==> config.mk <==
export PLATFORM = sky130hd
export DESIGN_NAME = simon_block_framer
export DESIGN_NICKNAME = d
export VERILOG_FILES = /design/src/rtl/simon_block_framer.sv
export SDC_FILE = /design/constraint.sdc
export NUM_CORES = 1
export LEC_CHECK = 0
export CORE_UTILIZATION = 30
export CTS_CLUSTER_DIAMETER = 200
export DETAILED_ROUTE_END_ITERATION = 10
export PLACE_DENSITY = 0.61
export SLEW_MARGIN = 15
export SYNTH_ARGS = -nofsm -noshare
export SYNTH_HDL_FRONTEND = slang
export SYNTH_SLANG_ARGS = --single-unit
==> constraint.sdc <==
create_clock -name clk_100MHz -period 3.6 [get_ports clk_100MHz]
set_input_delay 0.72 -clock clk_100MHz [delete_from_list [all_inputs] [get_ports clk_100MHz]]
set_output_delay 0.72 -clock clk_100MHz [all_outputs]
set_load 0.03 [all_outputs]
==> src/rtl/simon_block_framer.sv <==
// simon_block_framer: packs received bytes into 64-bit blocks for the
// combinational simon64_96 core, waits a programmable settle time, captures
// the result and unpacks it back into bytes for the transmit FIFO.
module simon_block_framer #(
    parameter int unsigned CIPHER_LAT = 1,
    parameter logic [7:0]  PAD_BYTE   = 8'h00
) (
    input  logic        clk_100MHz,
    input  logic        reset_n,
    input  logic        rx_empty,
    input  logic [7:0]  rx_data,
    output logic        rd_uart,
    input  logic        tx_full,
    output logic [7:0]  wr_data,
    output logic        wr_uart,
    input  logic        flush,
    output logic [63:0] cipher_in,
    input  logic [63:0] cipher_out,
    output logic        busy,
    output logic [15:0] blk_count
);

    typedef enum logic [1:0] {
        COLLECT,
        SETTLE,
        EMIT
    } state_t;

    localparam logic [3:0] LAT_LAST = 4'(CIPHER_LAT - 1);

    state_t      state_q, state_d;
    logic [3:0]  byte_cnt_q, byte_cnt_d;
    logic [3:0]  lat_cnt_q, lat_cnt_d;
    logic [3:0]  out_idx_q, out_idx_d;
    logic [63:0] cipher_in_q, cipher_in_d;
    logic [63:0] result_q, result_d;
    logic [15:0] blk_count_q, blk_count_d;
    logic [3:0]  fill_cnt;

    // State register with asynchronous active-low reset
    always_ff @(posedge clk_100MHz or negedge reset_n) begin
        if (!reset_n) begin
            state_q     <= COLLECT;
            byte_cnt_q  <= '0;
            lat_cnt_q   <= '0;
            out_idx_q   <= '0;
            cipher_in_q <= '0;
            result_q    <= '0;
            blk_count_q <= '0;
        end else begin
            state_q     <= state_d;
            byte_cnt_q  <= byte_cnt_d;
            lat_cnt_q   <= lat_cnt_d;
            out_idx_q   <= out_idx_d;
            cipher_in_q <= cipher_in_d;
            result_q    <= result_d;
            blk_count_q <= blk_count_d;
        end
    end

    // Next-state logic: byte packing, padding on flush, settle count, emission
    always_comb begin
        state_d     = state_q;
        byte_cnt_d  = byte_cnt_q;
        lat_cnt_d   = lat_cnt_q;
        out_idx_d   = out_idx_q;
        cipher_in_d = cipher_in_q;
        result_d    = result_q;
        blk_count_d = blk_count_q;
        fill_cnt    = byte_cnt_q;

        unique case (state_q)
            COLLECT: begin
                if (rd_uart) begin
                    for (int unsigned i = 0; i < 8; i++) begin
                        if (32'(byte_cnt_q) == i) begin
                            cipher_in_d[(7 - i) * 8 +: 8] = rx_data;
                        end
                    end
                    fill_cnt = byte_cnt_q + 4'd1;
                end
                byte_cnt_d = fill_cnt;
                // A full block wins over flush, so flush on the 8th pop pads nothing
                if (fill_cnt == 4'd8) begin
                    state_d   = SETTLE;
                    lat_cnt_d = '0;
                end else if (flush && (fill_cnt != '0)) begin
                    for (int unsigned i = 0; i < 8; i++) begin
                        if (i >= 32'(fill_cnt)) begin
                            cipher_in_d[(7 - i) * 8 +: 8] = PAD_BYTE;
                        end
                    end
                    byte_cnt_d = 4'd8;
                    state_d    = SETTLE;
                    lat_cnt_d  = '0;
                end
            end
            SETTLE: begin
                lat_cnt_d = lat_cnt_q + 4'd1;
                if (lat_cnt_q == LAT_LAST) begin
                    result_d  = cipher_out;
                    out_idx_d = '0;
                    state_d   = EMIT;
                end
            end
            EMIT: begin
                if (wr_uart) begin
                    out_idx_d = out_idx_q + 4'd1;
                    if (out_idx_q == 4'd7) begin
                        blk_count_d = blk_count_q + 16'd1;
                        byte_cnt_d  = '0;
                        state_d     = COLLECT;
                    end
                end
            end
            default: state_d = COLLECT;
        endcase
    end

    // Output logic: FIFO strobes, MSB-first byte select, status
    always_comb begin
        rd_uart   = (state_q == COLLECT) && !rx_empty && (byte_cnt_q < 4'd8);
        wr_uart   = (state_q == EMIT) && !tx_full;
        wr_data   = '0;
        for (int unsigned i = 0; i < 8; i++) begin
            if (32'(out_idx_q) == i) begin
                wr_data = result_q[(7 - i) * 8 +: 8];
            end
        end
        busy      = (state_q != COLLECT) || (byte_cnt_q != '0);
        cipher_in = cipher_in_q;
        blk_count = blk_count_q;
    end

endmodule
# Word level (Yosys, flattened, before mapping)
# Cells that the tools add are included.
dict set report classes {
  n_mux 46
  n_reduce_logical 23
  n_eq_ne 21
  n_addsub 4
  magnitude_cmp 9
}
# op n
set ops {}
lappend ops {{$mux 64} 3}
lappend ops {{$mux 8} 24}
lappend ops {{$mux 4} 10}
lappend ops {{$eq 4x3->1 const B} 8}
lappend ops {{$pmux 4 s2} 3}
lappend ops {{$add 16x1->16 const B} 1}
lappend ops {{$eq 4x2->1 const B} 4}
lappend ops {{$ge 3x4->1 const A} 4}
lappend ops {{$add 4x1->4 const B} 3}
lappend ops {{$logic_not 4->1} 3}
lappend ops {{$mux 2} 5}
lappend ops {{$reduce_and 3->1} 3}
lappend ops {{$eq 4x1->1 const B} 2}
lappend ops {{$ge 1x4->1 const A} 2}
lappend ops {{$ge 2x4->1 const A} 2}
lappend ops {{$reduce_bool 2->1} 4}
lappend ops {{$reduce_bool 4->1} 2}
lappend ops {{$ne 2x2->1 const B} 3}
lappend ops {{$pmux 2 s3} 1}
lappend ops {{$eq 4x4->1 const B} 1}
lappend ops {{$logic_and 1x1->1} 4}
lappend ops {{$lt 4x4->1 const B} 1}
lappend ops {{$reduce_and 2->1} 2}
lappend ops {{$reduce_and 4->1} 1}
lappend ops {{other kinds (6)} 7}
dict set report totals {
  register_bits 158
  word_cells 110
  output_inout_bits 91
}

# Longest topological paths before layout
dict set report depth {
  ltp_word 10
  depth_mapped 10
}

# Worst setup path before layout
# No wires, ideal clock.
dict set report synth_path {
  path_kind {register to output}
  start {reg out_idx_q[0]}
  end {out wr_data[0]}
  path_slack_ps 803
  path_stages_with_launch 9
  arrival_time_ps 2077
  path_buffers 2
  t_required_ps 2880
  cell_sequence {dfrtp_1 ha_1 clkbuf_1 nor2b_1 clkbuf_1 a22oi_1 nor2_1 a21oi_1 o21ai_0}
}
dict set report synth_between {
  elab_chain_cells 9
  word_cells_on_any_way 16
}
# item line_no
set synth_lines {}
lappend synth_lines {{from (decl)} 34} ;# logic [3:0] out_idx_q, out_idx_d;
lappend synth_lines {{from (signal assigned)} 54} ;# out_idx_q <= out_idx_d;
lappend synth_lines {{$logic_not 4->1} 126} ;# if (32'(out_idx_q) == i) begin
lappend synth_lines {{$mux 8 (7 in a row)} 126}
lappend synth_lines {{$mux 8 *} 126}
lappend synth_lines {{to (decl)} 14} ;# output logic [7:0] wr_data,
# Mark *: on every way between the ends. The rest lies on a longest branch, timed or not.

# Worst setup path in the final report
dict set report layout_path {
  start {reg out_idx_q[1]}
  end {out wr_data[5]}
}
# Same word-level chain as after synthesis.

==> flow_summary_export.csv <==
group,metric,value,unit
outcome,status,"finished clean",
setup_path,cp-start-kind,"register",
sta,min_period,3.448,ns
placed_design,port_buffers,167,
cts,postCtsSetupBuffers,0,
routing,ant_nets,0,
cts,cts.htree.levels,4,
pwr,leakage,4.630,nW
routing,dr.pass1.iters,6,
yosys,ys_seq_area_share,52.97,%
setup_path,r2r_cells,6,
yosys,synth_seq_cells,158,
floorplanning,boundaryPins,168,
sta,hold_violations,0,
setup_path,crit_buf_inv,3,
sta,rsz0062_at_grt,"false",
yosys,postSynthAreaPerCell,9.413,sq um
cts,clock_sinks,158,
floorplanning,rows,57,
sta,fin_crit_sh,95.77,%
finish,seqCellArea,3954,sq um
placed_design,gp_congestion,0.8214,
finish,diodes,0,
yosys,async_flop_share,100.0,%
setup_path,path_common_cell,"o21ai_0",
yosys,synth_ff_type,"dfrtp_1",
setup_path,critPathTopFamily,"buffers and inverters",
finish,num-nets-final,1048,
setup_path,endpoint_kind,"output pin",
setup_path,path_cells,"inv_1, ha_1, nor2b_1, buf_4, a22oi_1, o21ai_0, a21oi_1, o21ai_0, clkdlybuf4s50_1",
setup_path,worstPathMaxFanout,8,
finish,drive_above_1_share,8.736,%
setup_path,reg2reg_to,"lat_cnt_q[3]",
yosys,yosys_warnings,0,
yosys,synth_fp_nets,881,
setup_path,timing.rr.start,"state_q[0]",
sta,fmax,0.2900,GHz
setup_path,critPathMaxStageDelay,0.71,ns
floorplanning,core_area,24390,sq um
grt,grt_max_degree,77,
floorplanning,die_y,159.7,um
placed_design,place_area,9545,sq um
grt,grt_usage,17.19,%
setup_path,reg2reg_setup_slack,0.88,ns
yosys,synth_top_area_share,52.97,%
finish,area_delta_synth_final,36.59,%
routing,viasPerCell,4.901,
finish,multi_input_area,3251,sq um
routing,via_count,6356,
floorplanning,die_w,159.7,um
cts,cts_tree,"yes",
routing,route.detailed.wl_per_inst,16.40,um
sta,setup_viol,0,
sta,fin_setup_tns,0,ns
yosys,synth_edf_count,0,
sta,layout_setup_ws,0.1523,ns
cts,path_clk_slew,0.07,ns
sta,slew_headroom,24.62,%
routing,drc,0,
finish,utilization,41.80,%
grt,antenna_found_initial,0,
cts,clock_latency,0.42,ns
yosys,mappedNetlistArea,7465,sq um
floorplanning,die-area,25520,sq um
grt,grt_pass1_wl,34870,um
grt,grt_pass1_vias,6292,
sta,drv_slew,0,
sta,tightest_slew,1.129,ns
cts,postCtsHoldBufs,0,
routing,drt_wl_total,21270,um
setup_path,cp_data_required_time,2.88,ns
finish,fin_area,10200,sq um
setup_path,crit_arrival,2.73,ns
yosys,synthTopCellsByArea,"dfrtp_1 53%, nand2_1 12%, a22o_1 2.8%",
cts,cts.path.max_buffers,2,
yosys,yosys.area.top_type,"dfrtp_1",
placed_design,place.detailed.hpwl,15060,um
worst_hold_path,hp-class,"in2async",
sta,clock_skew,0.01209,ns
grt,overflow,0,
yosys,syn_inst,793,
floorplanning,start_util,30.60,%
cts,cts_buffers,17,
routing,drt_iter0_drc,503,
cts,cts_root_buf,"clkbuf_16",
flow_run,cap_violations,0,
pwr,vdd_drop_max,660.2,uV
setup_path,cp_slowest_cell,"clkdlybuf4s50_1",
yosys,ys_types,63,
finish,fillers,2435,
pwr,power_density,676.7,nW/um^2
placed_design,preCtsSetupSlack,0.1770,ns
setup_path,crit_type,"reg2out",
-- cell type report --
cell class	instances	area share, %
well taps	324	3.976
inverters	20	0.7363
multi-input cells	572	31.88
clock buffers	17	4.172
flip-flops and latches	158	38.78
clock inverters	15	1.988
repair buffers	191	18.47
-- registers in the layout, summed over array words and instances, names as in the netlist --
| register | cells |
|---|---|
| cipher_in | 64 |
| result_q | 64 |
| blk_count | 16 |
| byte_cnt_q | 4 |
| lat_cnt_q | 4 |
| out_idx_q | 4 |
| state_q | 2 |
-- cells by family after synthesis --
kind of cell	Yosys count	share of synthesized area, %
mux	4	0.5699
flops	158	52.97
xor+xnor	18	2.112
buf+inv	63	3.587
compound gates	160	15.87
simple gates	378	22.90
fa+ha+maj	12	1.995
-- cells in the mapped netlist (14+ instances only) --
library cell / number
clkbuf_1: 33
a211oi_1: 16
a22o_1: 24
a22oi_1: 18
o21ai_0: 35
dfrtp_1: 158
nor2_1: 39
nand3_1: 20
a21oi_1: 14
nor3_1: 26
nand2_1: 236
inv_1: 19
-- per-stage QoR --
stage,hold WS [ns],instances,power [mW]
2_1_floorplan,0.4244,793,4.039
3_3_place_gp,0.4589,1265,4.987
3_5_place_dp,0.4631,1265,5.016
4_1_cts,0.3408,1297,6.987
5_1_grt,0.3512,1297,7.339
6_report,0.3094,1297,6.900
-- metal layers --
| metal | vias to the layer above | global-route usage [%] | part of all wire [%] |
|---|---|---|---|
| met5 | - | 0 | 0 |
| met4 | 0 | 4.327 | 0.99 |
| met3 | 16 | 3.299 | 4.6 |
| met2 | 195 | 28.05 | 48 |
| met1 | 3039 | 23.39 | 46 |
| li1 | 3106 | - | - |
-- power breakdown --
part / internal [mW] / switching [mW] / leakage, nW
Combinational: 0.888 / 1.49 / 2.25
Clock: 1.12 / 0.817 / 0.305
Sequential: 2.26 / 0.322 / 2.07
Total: 4.27 / 2.63 / 4.63
-- layout by cell type, fill, tap and decap left out, drive strengths merged, types with 3 or more instances in the layout --
cell type / n
dlymetal6s2s: 7
clkdlybuf4s50: 159
a211oi: 16
nor2: 39
nand4: 5
buf: 25
bufinv: 3
nor3: 28
a21oi: 18
a22oi: 18
clkbuf: 17
o221ai: 8
nor3b: 3
or3: 3
nand3b: 10
clkinv: 3
o22ai: 9
xnor2: 11
ha: 11
inv: 27
and3: 8
nand3: 21
a222oi: 8
o21ai: 36
o31ai: 5
a22o: 24
xor2: 7
o211ai: 9
dfrtp: 158
nand2: 236
nor2b: 4
nand2b: 6
and2: 4
-- worst max path at each step --
stage                            start      endpoint  slack, ns  cells after the start
after global routing      out_idx_q[1]    wr_data[5]      0.002                      9
after floorplan           out_idx_q[0]    wr_data[0]       0.80                      8
after detailed placement      rx_empty  lat_cnt_q[3]       0.18                      6
after CTS                 out_idx_q[0]    wr_data[1]       0.01                      9
after global placement        rx_empty  lat_cnt_q[3]       0.25                      6
final                     out_idx_q[1]    wr_data[5]       0.15                      9
-- timing repair --
action,4_1_cts,5_1_grt
resized for setup,1,7
pin swaps,0,0
setup endpoints to repair,7,7
Note: power is estimated with default switching activity, not from simulation.
